<file path="src/rtl/word_strobe_tx.sv">
// Transmit end of a strobe-qualified parallel word link: buffers producer
// words in a small FIFO and sends each one with a setup window, a
// single-cycle capture strobe and a hold window.
module word_strobe_tx #(
  parameter int unsigned DATA_W     = 14,
  parameter int unsigned FIFO_DEPTH = 4,
  parameter int unsigned SETUP_CYC  = 2,
  parameter int unsigned HOLD_CYC   = 2
) (
  input  logic                            clock_50,
  input  logic                            reset,
  input  logic [DATA_W-1:0]               data_in,
  input  logic                            data_in_valid,
  output logic                            data_in_ready,
  output logic [DATA_W-1:0]               data_tx,
  output logic                            clock_tx,
  output logic                            busy,
  output logic [$clog2(FIFO_DEPTH):0]     fifo_level,
  output logic [15:0]                     words_sent
);

  localparam int unsigned PTR_W   = $clog2(FIFO_DEPTH);
  localparam int unsigned LVL_W   = PTR_W + 1;
  localparam int unsigned CNT_MAX = (SETUP_CYC > HOLD_CYC) ? SETUP_CYC : HOLD_CYC;
  localparam int unsigned CNT_W   = $clog2(CNT_MAX + 1);

  typedef enum logic [1:0] {
    IDLE   = 2'd0,
    SETUP  = 2'd1,
    STROBE = 2'd2,
    HOLD   = 2'd3
  } state_t;

  // FIFO storage and pointers
  logic [DATA_W-1:0] mem [FIFO_DEPTH];
  logic [PTR_W-1:0]  wr_ptr;
  logic [PTR_W-1:0]  rd_ptr;
  logic [LVL_W-1:0]  level;
  logic              full;
  logic              empty;
  logic              push;
  logic              pop;

  // FSM state and next-state values
  state_t            state;
  state_t            state_n;
  logic [CNT_W-1:0]  cnt;
  logic [CNT_W-1:0]  cnt_n;
  logic [DATA_W-1:0] data_tx_n;
  logic              clock_tx_n;
  logic [15:0]       words_sent_n;

  assign full          = (level == LVL_W'(FIFO_DEPTH));
  assign empty         = (level == '0);
  assign data_in_ready = !full && !reset;
  assign push          = data_in_valid && data_in_ready;
  assign fifo_level    = level;
  assign busy          = (state != IDLE) || !empty;

  // FIFO word storage; contents need no reset since level gates reads
  always_ff @(posedge clock_50) begin
    if (push) begin
      mem[wr_ptr] <= data_in;
    end
  end

  // FIFO pointers and occupancy
  always_ff @(posedge clock_50) begin
    if (reset) begin
      wr_ptr <= '0;
      rd_ptr <= '0;
      level  <= '0;
    end else begin
      if (push) begin
        wr_ptr <= wr_ptr + PTR_W'(1);
      end
      if (pop) begin
        rd_ptr <= rd_ptr + PTR_W'(1);
      end
      case ({push, pop})
        2'b10:   level <= level + LVL_W'(1);
        2'b01:   level <= level - LVL_W'(1);
        default: level <= level;
      endcase
    end
  end

  // FSM state register and registered link outputs
  always_ff @(posedge clock_50) begin
    if (reset) begin
      state      <= IDLE;
      cnt        <= '0;
      data_tx    <= '0;
      clock_tx   <= 1'b0;
      words_sent <= '0;
    end else begin
      state      <= state_n;
      cnt        <= cnt_n;
      data_tx    <= data_tx_n;
      clock_tx   <= clock_tx_n;
      words_sent <= words_sent_n;
    end
  end

  // Next-state logic: load, setup wait, strobe, hold wait
  always_comb begin
    state_n      = state;
    cnt_n        = cnt;
    data_tx_n    = data_tx;
    words_sent_n = words_sent;
    pop          = 1'b0;

    case (state)
      IDLE: begin
        if (!empty) begin
          data_tx_n = mem[rd_ptr];
          pop       = 1'b1;
          cnt_n     = CNT_W'(SETUP_CYC - 1);
          state_n   = SETUP;
        end
      end
      SETUP: begin
        if (cnt == '0) begin
          state_n = STROBE;
        end else begin
          cnt_n = cnt - CNT_W'(1);
        end
      end
      STROBE: begin
        words_sent_n = words_sent + 16'd1;
        cnt_n        = CNT_W'(HOLD_CYC - 1);
        state_n      = HOLD;
      end
      HOLD: begin
        if (cnt == '0) begin
          if (!empty) begin
            // back-to-back: next word goes out without an IDLE cycle
            data_tx_n = mem[rd_ptr];
            pop       = 1'b1;
            cnt_n     = CNT_W'(SETUP_CYC - 1);
            state_n   = SETUP;
          end else begin
            state_n = IDLE;
          end
        end else begin
          cnt_n = cnt - CNT_W'(1);
        end
      end
      default: state_n = IDLE;
    endcase

    clock_tx_n = (state_n == STROBE);
  end

endmodule
</file>
<file path="config.mk">
export PLATFORM = sky130hd
export DESIGN_NAME = word_strobe_tx
export DESIGN_NICKNAME = d
export VERILOG_FILES = /design/src/rtl/word_strobe_tx.sv
export SDC_FILE = /design/constraint.sdc
export NUM_CORES = 1
export LEC_CHECK = 0
export CORE_ASPECT_RATIO = 1.5
export CORE_UTILIZATION = 51
export CTS_BUF_LIST = sky130_fd_sc_hd__clkbuf_2 sky130_fd_sc_hd__clkbuf_4 sky130_fd_sc_hd__clkbuf_8
export DETAILED_ROUTE_END_ITERATION = 6
export GPL_ROUTABILITY_DRIVEN = 0
export PLACE_DENSITY = 0.82
export SKIP_CTS_REPAIR_TIMING = 1
export SLEW_MARGIN = 20
export SYNTH_ARGS = -nofsm -noshare
export SYNTH_HDL_FRONTEND = slang
export SYNTH_SLANG_ARGS = --single-unit
</file>
<file path="constraint.sdc">
create_clock -name clock_50 -period 2.7 [get_ports clock_50]
set_clock_uncertainty 0.2 [all_clocks]
set_input_delay 0.27 -clock clock_50 [delete_from_list [all_inputs] [get_ports clock_50]]
set_output_delay 0.27 -clock clock_50 [all_outputs]
set_load 0.1 [all_outputs]
</file>
### Yosys cells after proc, flatten, opt, wreduce, memory -nomap -nowiden

Memory sizes are Yosys's and may differ from the RTL's. A register that Yosys moved wholly into a read port is not among the register bits.
Index checks and enable logic that the tools add are counted.

| word-level totals | value |
|---|---|
| input bits | 17 |
| output and inout port bits | 36 |
| register bits after elaboration | 42 |
| memories | 1 |
| RAM bits | 56 |

Memories:

| memory | depth | bits a word | read ports | clocked after Yosys merged registers in | write ports | line | source |
|---|---|---|---|---|---|---|---|
| mem | 4 | 14 | 1 | 1 | 1 | 35 | `logic [DATA_W-1:0] mem [FIFO_DEPTH];` |

| operators by class | value |
|---|---|
| add/sub/neg operators | 6 |
| eq/ne operators | 9 |
| reductions and logical operators | 13 |
| muxes and demuxes | 20 |

Operator list:

| kind | count |
|---|---|
| 14-bit 2-to-1 mux | 2 |
| 14-bit case mux with 2 select lines | 1 |
| 16-bit by 1-bit adder with 16-bit output (second input constant) | 1 |
| 2-bit 2-to-1 mux | 8 |
| 2-bit case mux with 4 select lines | 2 |
| 2-bit equality test (second input constant) | 4 |
| 3-bit case mux with 2 select lines | 1 |
| 2-bit nonzero test | 3 |
| 1-bit 2-to-1 mux | 5 |
| 2-bit by 1-bit adder with 2-bit output (second input constant) | 2 |
| 2-bit by 1-bit equality test with 1-bit output (second input constant) | 2 |
| 2-bit logical NOT | 2 |
| 2-bit inequality test (second input constant) | 2 |
| 3-bit by 1-bit adder with 3-bit output (second input constant) | 1 |
| 3-bit equality test (second input constant) | 1 |
| 1-bit logical NOT | 3 |
| 3-bit logical NOT | 1 |
| 3-bit by 1-bit subtractor with 3-bit output (second input constant) | 1 |
| 1-bit logical AND | 2 |
| 1-bit case mux with 2 select lines | 1 |
| 2-bit AND reduction | 1 |
| 2-bit by 1-bit subtractor with 2-bit output (second input constant) | 1 |
| 1-bit logical OR | 1 |

### Longest topological paths before layout

Gate-level depths: netlist (run 1).

| depth | value |
|---|---|
| depth after elaboration | 6 |
| gate-level depth with buffers | 11 |
| gate-level depth less buffers | 10 |

### Least setup slack after synthesis (run 1)

No wires, ideal clock.

| path | value |
|---|---|
| kind | flip-flop to output port |
| start | register level[0], in the netlist fifo_level[0] |
| end | output port data_in_ready |
| arrival time | 2755 ps |
| data required time | 2230 ps |
| path buffers | 0 |
| path slack | -525 ps |
| cell stages (with the launch flop) | 3 |
| cells stage by stage | dfxtp_1 -> nor2_1 -> a21oi_1 |

| on the way | value |
|---|---|
| longest elaborated chain between the ends | 3 |

RTL lines:

| item | line | source |
|---|---|---|
| start: declaration | 38 | `logic [LVL_W-1:0] level;` |
| start signal: assignment | 81 | `2'b10: level <= level + LVL_W'(1);` |
| start signal: assignment | 82 | `2'b01: level <= level - LVL_W'(1);` |
| start signal: assignment | 83 | `default: level <= level;` |
| 3-bit equality test | 53 | `assign full = (level == LVL_W'(FIFO_DEPTH));` |
| 1-bit logical NOT | 55 | `assign data_in_ready = !full && !reset;` |
| 1-bit logical AND | 55 |  |
| end: declaration | 14 | `output logic data_in_ready,` |

Every way passes these cells.

### Final worst setup path (run 1)

| path | value |
|---|---|
| start | register state[0] |
| end | register level[2], in the netlist fifo_level[2] |

| on the way | value |
|---|---|
| longest elaborated chain between the ends | 4 |
| elaborated cells on any way between the ends | 7 |

RTL lines:

| item | line | source |
|---|---|---|
| start: declaration | 45 | `state_t state;` |
| start signal: assignment | 97 | `state <= state_n;` |
| 2-bit equality test or 2-bit logical NOT (tied branches) | 113 | `case (state)` |
| 1-bit case mux with 2 select lines (*) | 113 |  |
| via pop | 42 | `logic pop;` |
| 2-bit by 1-bit equality test with 1-bit output or 2-bit equality test (tied branches) | 80 | `case ({push, pop})` |
| 3-bit case mux with 2 select lines or 2-bit nonzero test (tied branches) | n/a |  |

The timed path passes the listed nets; every way through them passes the cells marked *.
A chain may end at the register's enable or synchronous reset.

==> results.txt, run 1 <==
- The flow ran to the end, and the final reports show no timing, DRC or antenna violations.
- Main combinational cell family by area after synthesis: simple AND/OR/NAND/NOR gates
- Clock tree synthesis found a total of 100 sinks.
* Wire length of the first global-routing pass: 11300 um
- Number of antenna diodes: 0
- The worst setup path is captured at a register.
- Highest ir drop seen on vdd: 1090 uV
* Max stage delay on crit path: 0.42 ns
* Final number of setup-violating endpoints: 0
- Layout overhead on the synthesized area: 19.5%
* Unique cell type count in the Yosys netlist: 42
* Number of port buffers: 52
- For this design, the slowest cell found on the critical path is sky130_fd_sc_hd__or3_2.
- The area fraction in compound gates after synthesis came to 0.0720.
- Traced cell by cell, the critical path runs through inv_2, ha_4, nor3_4, ha_2, inv_1, fa_1, xor2_1, or3_2, a21oi_1.
- F_max: 390 MHz
* Adder-Cell Fraction of Synth Area: 0.0449
- In this run the cell area of the synthesized design comes to 4070 um^2.
- Worst Path Buf+Inv: 2
* Number of H-tree levels: 3
- At the worst endpoint, the arrival time is 2.65 ns.
- Of the total synthesized cell area, the portion taken by XOR and XNOR cells is 0.0366.
- Power density over the cells: 1070 nW/um^2
- Worst-Skew Late Latency: 0.36 ns
- After detailed routing, the average wire length per cell comes to 15.5 um.
- In the synthesized netlist the dominant register cell turns out to be sky130_fd_sc_hd__edfxtp_1.
- Setup repair after global routing left no endpoint under its margin.
* Slew of the pin with the lowest slew margin: 0.671 ns
- Sequential element share of the synthesized area: 0.630
- Across the run, the number of max-cap violations was 0.
- Ports: 53
- For this configuration, the core starts out at a cell density of 0.531.
- Number of iterations in the first detailed-routing pass: 4
- WS Path Type: reg2reg
* Simple logic cell fraction of the synthesized area: 0.106
* Worst hold margin: 0.286 ns
* Fraction of registers with async set or reset after synthesis: 0
- The number of global-route vias before repair is 2375.
- Total overflow reported by the global router: 0
* Final instance area: 4860 um^2
- STA classifies the critical path startpoint as a register.
- Path type of the worst min-delay path: reg2reg
* Clock tree from TritonCTS: done
- Reg clk slew, reported paths: 0.10 ns
* Commonest cells after routing, fill and taps aside: sky130_fd_sc_hd__edfxtp_1, sky130_fd_sc_hd__buf_4, sky130_fd_sc_hd__dfxtp_1
- The tree is rooted in a sky130_fd_sc_hd__clkbuf_8.
- Share of post-route cells with drive strength above 1: 0.299
- The library cell used most frequently in the layout, excluding fill and tap cells, is sky130_fd_sc_hd__edfxtp_1.
* Deepest clock path buffer count: 2
- Die width: 74.9 um
- The count of final max-slew check failures came to 0.
- Once detail routing completed, the nets flagged for antenna violations numbered 0.
- Core footprint: 7660 um^2
- For this run, the number of Yosys warnings is 0.
* Number of enable flip-flop cells after synthesis: 56
- In the global route stage, overall resource usage came out at 0.181.
- Detailed placement ended at an HPWL of 4770 um.
* Utilization after layout: 0.635
- The kind of cell with the highest combined delay along the critical path is adder cells.
- Synthesis produced a netlist with a net count of 312.
- Fill cells in the final layout number 559.
- The initialized floorplan defines 39 standard-cell rows.
* Pleak: 1.72 nW
- Entering global routing, the biggest net connects 32 pins.
- The cell count after synthesis came out at 281.
- Post-route DRC violation count: 0
* Fin crit share: 0.950
- The count of final hold-check violations was 0.
* Maximum fanout along the worst path: 4
- Number of buffers added by the clock tree synthesis step: 9
- Measured against its own limit, the worst slew margin works out to 0.552.
* Post-layout minimum cycle time: 2.57 ns
- DRT Wirelength: 6980 um
- Average size of a mapped cell: 14.5 um^2
- Of the post-synthesis cell area, the part taken by muxes is 0.0800.
- Via total after detailed routing: 2417
- Data required time at the worst endpoint: 2.78 ns
- Die Height: 111 um
- The detailed router finished its first iteration with 107 violations.
- The die covers 8350 um^2.
* Area post-placement: 4650 um^2
- In this run, synthesis produced a sequential element count of 100.
- Per-cell via count in the routed design: 5.37
- Number of nets in the final layout: 374
* Number of antenna violations at the first check in global routing: 0
-- where the power goes --
group | internal (mW) | switching (mW)
logic | 0.663 | 1.67
clock network | 0.362 | 0.521
registers | 1.83 | 0.157
total | 2.85 | 2.35
-- sequential cells by signal (all words and copies together), names as in the netlist, named ones only --
register,count
wr_ptr,2
rd_ptr,2
mem,56
data_tx,14
cnt,2
fifo_level,3
clock_tx,1
words_sent,16
state,2
-- kinds of logic (layout without fill, tap and decap cells) --
family,count (synthesis),count (layout)
xor gates and xnor gates,17,17
adders and majority gates,14,14
muxes,15,15
DFF,100,100
AOI/OAI and AO/OA,41,41
buffers and inverters,25,92
and+or+nand+nor,69,69
-- through the flow --
stage | setup WS (ns) | setup TNS (ns) | std cells | total power [mW]
4_1_cts | -0.0881 | -0.0881 | 450 | 5.20
3_3_place_gp | 0.0966 | 0 | 434 | 4.27
3_5_place_dp | -0.0659 | -0.0659 | 434 | 4.32
6_report | 0.134 | 0 | 450 | 5.20
5_1_grt | 0.0125 | 0 | 450 | 5.45
2_1_floorplan | 0.0309 | 0 | 281 | 3.83
-- synthesized netlist by cell type (5+ instances only) --
| cell | n | area, um^2 |
|---|---|---|
| sky130_fd_sc_hd__edfxtp_1 | 56 | 1680 |
| sky130_fd_sc_hd__dfxtp_1 | 44 | 881 |
| sky130_fd_sc_hd__nor2_1 | 24 | 90.1 |
| sky130_fd_sc_hd__a22o_1 | 14 | 123 |
| sky130_fd_sc_hd__inv_1 | 14 | 52.6 |
| sky130_fd_sc_hd__mux4_2 | 14 | 315 |
| sky130_fd_sc_hd__a21oi_1 | 13 | 65.1 |
| sky130_fd_sc_hd__ha_1 | 13 | 163 |
| sky130_fd_sc_hd__xnor2_1 | 12 | 105 |
| sky130_fd_sc_hd__nand2_1 | 7 | 26.3 |
| sky130_fd_sc_hd__and2_1 | 5 | 31.3 |
| sky130_fd_sc_hd__nor3_1 | 5 | 25.0 |
| sky130_fd_sc_hd__nor4_2 | 5 | 62.6 |
| sky130_fd_sc_hd__o21ai_0 | 5 | 25.0 |
| sky130_fd_sc_hd__xor2_1 | 5 | 43.8 |
-- path summary, 6_finish.rpt --
path / depth (start not counted) / start / slack [ns] / end
worst max-delay path: 9 / state[0] / 0.13 / fifo_level[2]
worst min-delay path: 1 / data_tx[10] / 0.29 / data_tx[10]
worst max register to register: 9 / state[0] / 0.13 / fifo_level[2]
worst min register to register: 1 / data_tx[10] / 0.29 / data_tx[10]
-- layer usage --
metal / share of wire / wire (um) / vias up / global-route usage
li1: - / - / 1159 / -
met1: 0.43 / 2980 / 1192 / 0.228
met5: 0 / 0 / - / 0
met4: 0.0090 / 63 / 0 / 0.0730
met3: 0.036 / 248 / 6 / 0.0335
met2: 0.53 / 3690 / 60 / 0.300
-- layout make-up --
class,count,area [um^2],share of cell area
sequential,100,2570,0.529
multi-input combinational,156,1410,0.290
timing repair buffer,62,518,0.107
clock buffer,10,131,0.0270
tap,102,128,0.0262
clock inverter,6,52.6,0.0108
inverter,14,52.6,0.0108
(Power assumes the default switching activity.)
==> inputs of run 2 (changes only) <==
- CORE_ASPECT_RATIO: 1.5 -> 1.75
- PLACE_DENSITY: 0.82 -> 0.78
==> run 2 against run 1 <==
Net effect: utilization hardly changed; hold slack worse by 0.0081 ns; sequential power hardly changed; critical endpoint unchanged; routed wire length rose by 0.39%; critical path type unchanged; first-iteration DRC count up 34%.
==> results.txt, run 2 (synthesis gave the netlist of run 1 again) <==
- Share of post-route cells with drive strength above 1: 0.298
- The tree is rooted in a sky130_fd_sc_hd__clkbuf_8.
* Utilization after layout: 0.635
* F_max: 389 MHz
* Reg clk slew, reported paths: 0.08 ns
- Worst-Skew Late Latency: 0.35 ns
- The design draws 5.14 mW.
- Max-cap violation count: 0
- Clock tree from TritonCTS: done
- Entering global routing, the biggest net connects 32 pins.
* Fin crit share: 0.952
- During I/O placement, the number of pins put on the boundary was 53.
- Area post-placement: 4640 um^2
* Iter 0 DRT Violations: 143
- Wire length of the first global-routing pass: 11800 um
- Total of fill cells in the finished design: 593
- For this run, the slowest stage of the critical path takes 0.40 ns.
* Worst reg2reg endpoint: fifo_level[2]
- Largest reg by FF count: mem
- Core footprint: 7620 um^2
- 0 antenna diodes ended up in the layout.
* Starting density of the core: 0.534
- Logic depth of the worst setup path including buffers: 9
- DRT Wirelength: 7010 um
- Adding up every negative setup slack in the final design gives 0 ns.
* Crit-path leading delay family: adder cells
- In the layout the commonest cells are sky130_fd_sc_hd__edfxtp_1, sky130_fd_sc_hd__buf_4, sky130_fd_sc_hd__dfxtp_1.
- Reg2Reg Setup Slack: 0.13 ns
- Critical path arrival: 2.65 ns
- The total overflow left after global routing is 0.
- Via count of the first global-routing pass: 2502
- Source of the critical timing path: state[1]
- Setup violations remaining at the end of the flow were counted as 0.
- Sink count of the clock tree: 100
- Measured along the y axis, the die boundary spans 120 um.
- The first detailed-routing pass ran for 4 iterations.
- Relative to the synthesized area, the layout overhead comes to 18.8%.
* Critical path's slowest cell: sky130_fd_sc_hd__or3_2
* Worst Reg-to-Reg Cells: 9
* Final routed wire length divided by cell count: 16.0 um
- The most critical setup path has its endpoint at fifo_level[2].
- The clock passes through at most 2 buffers.
* Number of port buffers: 52
* Number of H-tree levels: 3
* Crit-path cells: ha_2, a21oi_1, nor3_2, ha_2, inv_1, fa_1, xor2_1, or3_2, a21oi_1
- At the pin with the least slew margin, the transition time is 0.721 ns.
- Measured against its own limit, the worst slew margin works out to 0.519.
* Final instance area: 4840 um^2
- FF-to-FF Start: state[1]
- The worst setup path is launched from a register.
- The wire-length estimate of the detail-placed layout is 4800 um.
* Registers with the most flip-flops: mem x56, words_sent x16, data_tx x14
* Final max-slew violation count: 0
* Result of the run: complete, no violations
* Most frequent standard cell in the layout excluding fill and tap cells: sky130_fd_sc_hd__edfxtp_1
- In the routed design, unresolved DRC markers number 0.
- Number of buffers added by the clock tree synthesis step: 9
* Number of nets in the final layout: 376
* Number of hold violations in the final report: 0
* Post-layout minimum cycle time: 2.57 ns
* Kind of end point of the critical path: register
* Max FFs per register: 56
- Die width: 69.5 um
- The initial antenna violation count came to 0.
- STA puts the critical path data required time at 2.78 ns.
- Per-cell via count in the routed design: 5.45
- Number of core rows: 42
- For this run, the total global-route usage over all layers was measured as 0.188.
- The analysis attributes to cell leakage a power of 1.73 nW.
- Across the VDD grid, the largest voltage drop is 1070 uV.
- Power density over the cells: 1060 nW/um^2
- Of all nets on the critical path, the largest fanout is 5.
- Path type of the worst min-delay path: reg2reg
- Together, buffers and inverters on the worst path number 1.
- Area of the die: 8350 um^2
* Via total after detailed routing: 2383
- The detail route stage leaves a number of antenna-violating nets equal to 0.
- WS Path Type: reg2reg
==> run 2: how the worst min path moves through the flow <==
stage | slack (ns) | to | cells past startpoint | from
final | 0.28 | data_tx[12] | 1 | data_tx[12]
after global routing | 0.30 | data_tx[7] | 1 | data_tx[7]
after CTS | 0.28 | data_tx[12] | 1 | data_tx[12]
after detailed placement | 0.26 | data_tx[12] | 1 | data_tx[12]
after global placement | 0.26 | data_tx[13] | 1 | data_tx[13]
after floorplan | 0.14 | state[1] | 1 | reset
==> run 2: per-layer routing <==
layer / track usage / vias up / wire length (um)
met4: 0.0918 / 0 / 149
met5: 0 / - / 0
li1: - / 1163 / -
met1: 0.206 / 1156 / 2770
met2: 0.334 / 54 / 3800
met3: 0.0453 / 10 / 291
==> run 2: worst register-to-register path: stages (launching register included) <==
cell and delay (ns):
sky130_fd_sc_hd__dfxtp_4 0.38, sky130_fd_sc_hd__ha_2 0.21, sky130_fd_sc_hd__a21oi_1 0.12, sky130_fd_sc_hd__nor3_2 0.25, sky130_fd_sc_hd__ha_2 0.22, sky130_fd_sc_hd__inv_1 0.05, sky130_fd_sc_hd__fa_1 0.37, sky130_fd_sc_hd__xor2_1 0.16
sky130_fd_sc_hd__or3_2 0.40, sky130_fd_sc_hd__a21oi_1 0.14
==> run 2: metrics by stage <==
step	setup slack (ns)	cells	hold slack [ns]
6_report	0.130	437	0.278
5_1_grt	-0.0161	437	0.298
4_1_cts	0.00705	436	0.283
3_5_place_dp	0.00859	421	0.261
3_3_place_gp	0.0972	421	0.262
2_1_floorplan	0.0309	281	0.140
==> run 2: area by class of cell <==
type                    count  area (um^2)  share of cell area
well taps                  88          110              0.0228
flip-flops and latches    100         2570               0.532
repair buffers             64          533               0.110
multi-input cells         156         1390               0.288
inverters                  14         52.6              0.0109
clock buffers              15          175              0.0362
==> run 2: where the power goes <==
part | internal, mW | total, mW | switching (mW)
Combinational | 0.657 | 2.30 | 1.65
Sequential | 1.83 | 1.98 | 0.154
Clock | 0.409 | 0.855 | 0.447
==> inputs of run 3 (changes only) <==
- CORE_UTILIZATION: 51 -> 45
- PLACE_DENSITY: 0.78 -> 0.7
- RECOVER_POWER: not set -> 100
- SKIP_LAST_GASP: not set -> 1
==> run 3 against run 2 <==
Net effect: utilization decreased by 10 points; sequential power hardly changed; sequential share of layout area up 1.9 points; first-iteration DRC count rose by 18%; flip-flop and latch count unchanged; hold slack better by 0.0082 ns.
==> results.txt, run 3 (synthesis gave the netlist of run 1 again) <==
* Result of the run: complete, no violations
* Iter 0 DRT Violations: 169
* Max-slew headroom at the worst pin: 0.215
- After routing the design area is 4670 um^2.
- In the global route stage, met1 resource usage came out at 0.188.
- Number of antenna diodes: 0
- The count of final max-slew check failures is 0.
- Maximum fanout along the worst path: 4
* Sink count of the clock tree: 100
* Slew of the pin with the lowest slew margin: 1.18 ns
- Once placement finished, the instance area stood at 4680 um^2.
- Data on the critical path arrives at its endpoint at 2.64 ns.
- In the global route stage, met2 resource usage came out at 0.297.
- Post-route DRC violation count: 0
- VDD sags by at most 1000 uV.
- The routed design has 7230 um of wire.
* Sum Neg Setup Slack: 0 ns
- Counting tap cells, the placed design contains a total of 451 instances.
- Antenna-violating nets left: 0
* Max-cap violation count: 0
- Path type of the worst min-delay path: reg2reg
- Maximum number of pins on one net before global-route repair: 32
* Number of iterations in the first detailed-routing pass: 4
- Setup repair after global routing left no endpoint under its margin.
- Number of core rows: 45
- Number of hold violations in the final report: 0
* Number of antenna violations at the first check in global routing: 0
* Fraction of power spent switching nets: 0.448
- Clock tree from TritonCTS: done
- The die is 73.9 um wide.
* Share of post-route cells with drive strength above 1: 0.160
- The number of global-route vias before repair is 2408.
- Data required time at the worst endpoint: 2.80 ns
- Per-cell via count in the routed design: 5.16
* Psw: 2.27 mW
- For this configuration, the core starts out at a cell density of 0.466.
* Number of H-tree levels: 3
- Wire length of the first global-routing pass: 11800 um
- After clock tree synthesis, the clock-pin slew on the worst setup and hold paths is 0.09 ns.
- Deepest clock path buffer count: 2
- Via total after detailed routing: 2416
- The library cells used most frequently in the layout, excluding fill and tap cells, are sky130_fd_sc_hd__edfxtp_1, sky130_fd_sc_hd__dfxtp_1, sky130_fd_sc_hd__clkbuf_1.
- Final routed wire length divided by cell count: 15.5 um
- Root Buffer Master: sky130_fd_sc_hd__clkbuf_8
- Registers with the most flip-flops: mem x56, words_sent x16, data_tx x14
* Area of the die: 9440 um^2
- The final layout contains 377 nets.
- Met3 global-route usage: 0.0566
* Gr usage total: 0.170
- WS Path Type: reg2reg
- Worst-Skew Late Latency: 0.36 ns
- The worst path needs 2.55 ns of the cycle, external delays included.
* Final number of setup-violating endpoints: 0
- Internal power comes to 2.79 mW.
- In this run, CTS created clock tree buffers numbering 9.
* Core footprint: 8730 um^2
* Layout overhead on the synthesized area: 14.7%
* Die Height: 128 um
- The worst setup path is launched from a register.
- Total overflow reported by the global router: 0
- Pleak: 1.55 nW
- The worst setup path is captured at a register.
* Number of cells in the finished layout apart from fillers: 468
- Input and output buffers added on the ports amount to 52.
* Combinational share of power: 0.426
- Portion of total power attributed to the clock network: 0.184
- Power spread over the standard cell area amounts to 1080 nW/um^2.
- For this run, the top clock speed supported by timing is 393 MHz.
- met2 is the most crowded layer.
- Max FFs per register: 56
- Once detailed placement completed, the half-perimeter wirelength came to 5020 um.
- Fin crit share: 0.943
- The register with the most flip-flops in the final layout is mem.
- The library cell used most frequently in the layout, excluding fill and tap cells, is sky130_fd_sc_hd__edfxtp_1.
- Of the total power, registers draw 0.389.
* Ports: 53
[run 3: cell count changes in the layout (fill, tap and decap cells not counted), moves of 3 or more]
cell,before,now
sky130_fd_sc_hd__nor4_2,5,1
sky130_fd_sc_hd__clkbuf_2,0,4
sky130_fd_sc_hd__clkbuf_4,5,2
sky130_fd_sc_hd__clkbuf_1,0,38
sky130_fd_sc_hd__clkdlybuf4s50_1,16,2
sky130_fd_sc_hd__dlygate4sd3_1,0,14
sky130_fd_sc_hd__buf_4,47,6
sky130_fd_sc_hd__nor4_1,0,4
[run 3: power by group through the flow]
stage | Sequential (mW) | Clock, mW | Combinational (mW)
after floorplan | 2.92 | 0 | 0.913
after CTS | 1.99 | 0.965 | 2.33
after detailed placement | 2.02 | 0 | 2.32
after global placement | 2.01 | 0 | 2.30
after global routing | 1.99 | 1.03 | 2.29
final | 1.97 | 0.932 | 2.16
[run 3: area by class of cell]
cell class                 count  area [um^2]
fill                         782         4060
timing repair buffer          65          388
clock buffer                  11          139
tap                          117          146
clock inverter                 5         52.6
sequential                   100         2570
multi-input combinational    156         1320
inverter                      14         52.6
[run 3: per-layer routing]
metal / wire length, um / part of all wire
met4: 121 / 0.017
met1: 2890 / 0.40
met2: 3900 / 0.54
met5: 0 / 0
met3: 327 / 0.045
[run 3: critical path, stage by stage, from the launching register on]
cell                      delay [ns]
sky130_fd_sc_hd__dfxtp_2        0.35
sky130_fd_sc_hd__inv_1          0.10
sky130_fd_sc_hd__ha_2           0.20
sky130_fd_sc_hd__a21oi_2        0.05
sky130_fd_sc_hd__nor3_2         0.23
sky130_fd_sc_hd__ha_2           0.22
sky130_fd_sc_hd__inv_1          0.05
sky130_fd_sc_hd__fa_1           0.38
sky130_fd_sc_hd__xor2_1         0.16
sky130_fd_sc_hd__or3_2          0.40
sky130_fd_sc_hd__a21oi_1        0.15
[run 3: metrics by stage]
| stage | setup slack, ns | power (mW) | util | hold slack [ns] |
|---|---|---|---|---|
| 3_5_place_dp | 0.00564 | 4.34 | 0.537 | 0.271 |
| 5_1_grt | 0.0171 | 5.31 | 0.535 | 0.309 |
| 2_1_floorplan | 0.0309 | 3.83 | - | 0.140 |
| 3_3_place_gp | 0.127 | 4.30 | 0.537 | 0.260 |
| 6_report | 0.154 | 5.06 | 0.535 | 0.286 |
| 4_1_cts | 0.00571 | 5.28 | 0.559 | 0.293 |
[run 3: path summary, 6_finish.rpt]
check / start / endpoint / cells past startpoint / slack [ns]
worst max-delay path: state[0] / fifo_level[2] / 10 / 0.15
worst max register to register: state[0] / fifo_level[2] / 10 / 0.15
worst min-delay path: data_tx[0] / data_tx[0] / 1 / 0.29
worst min register to register: data_tx[0] / data_tx[0] / 1 / 0.29
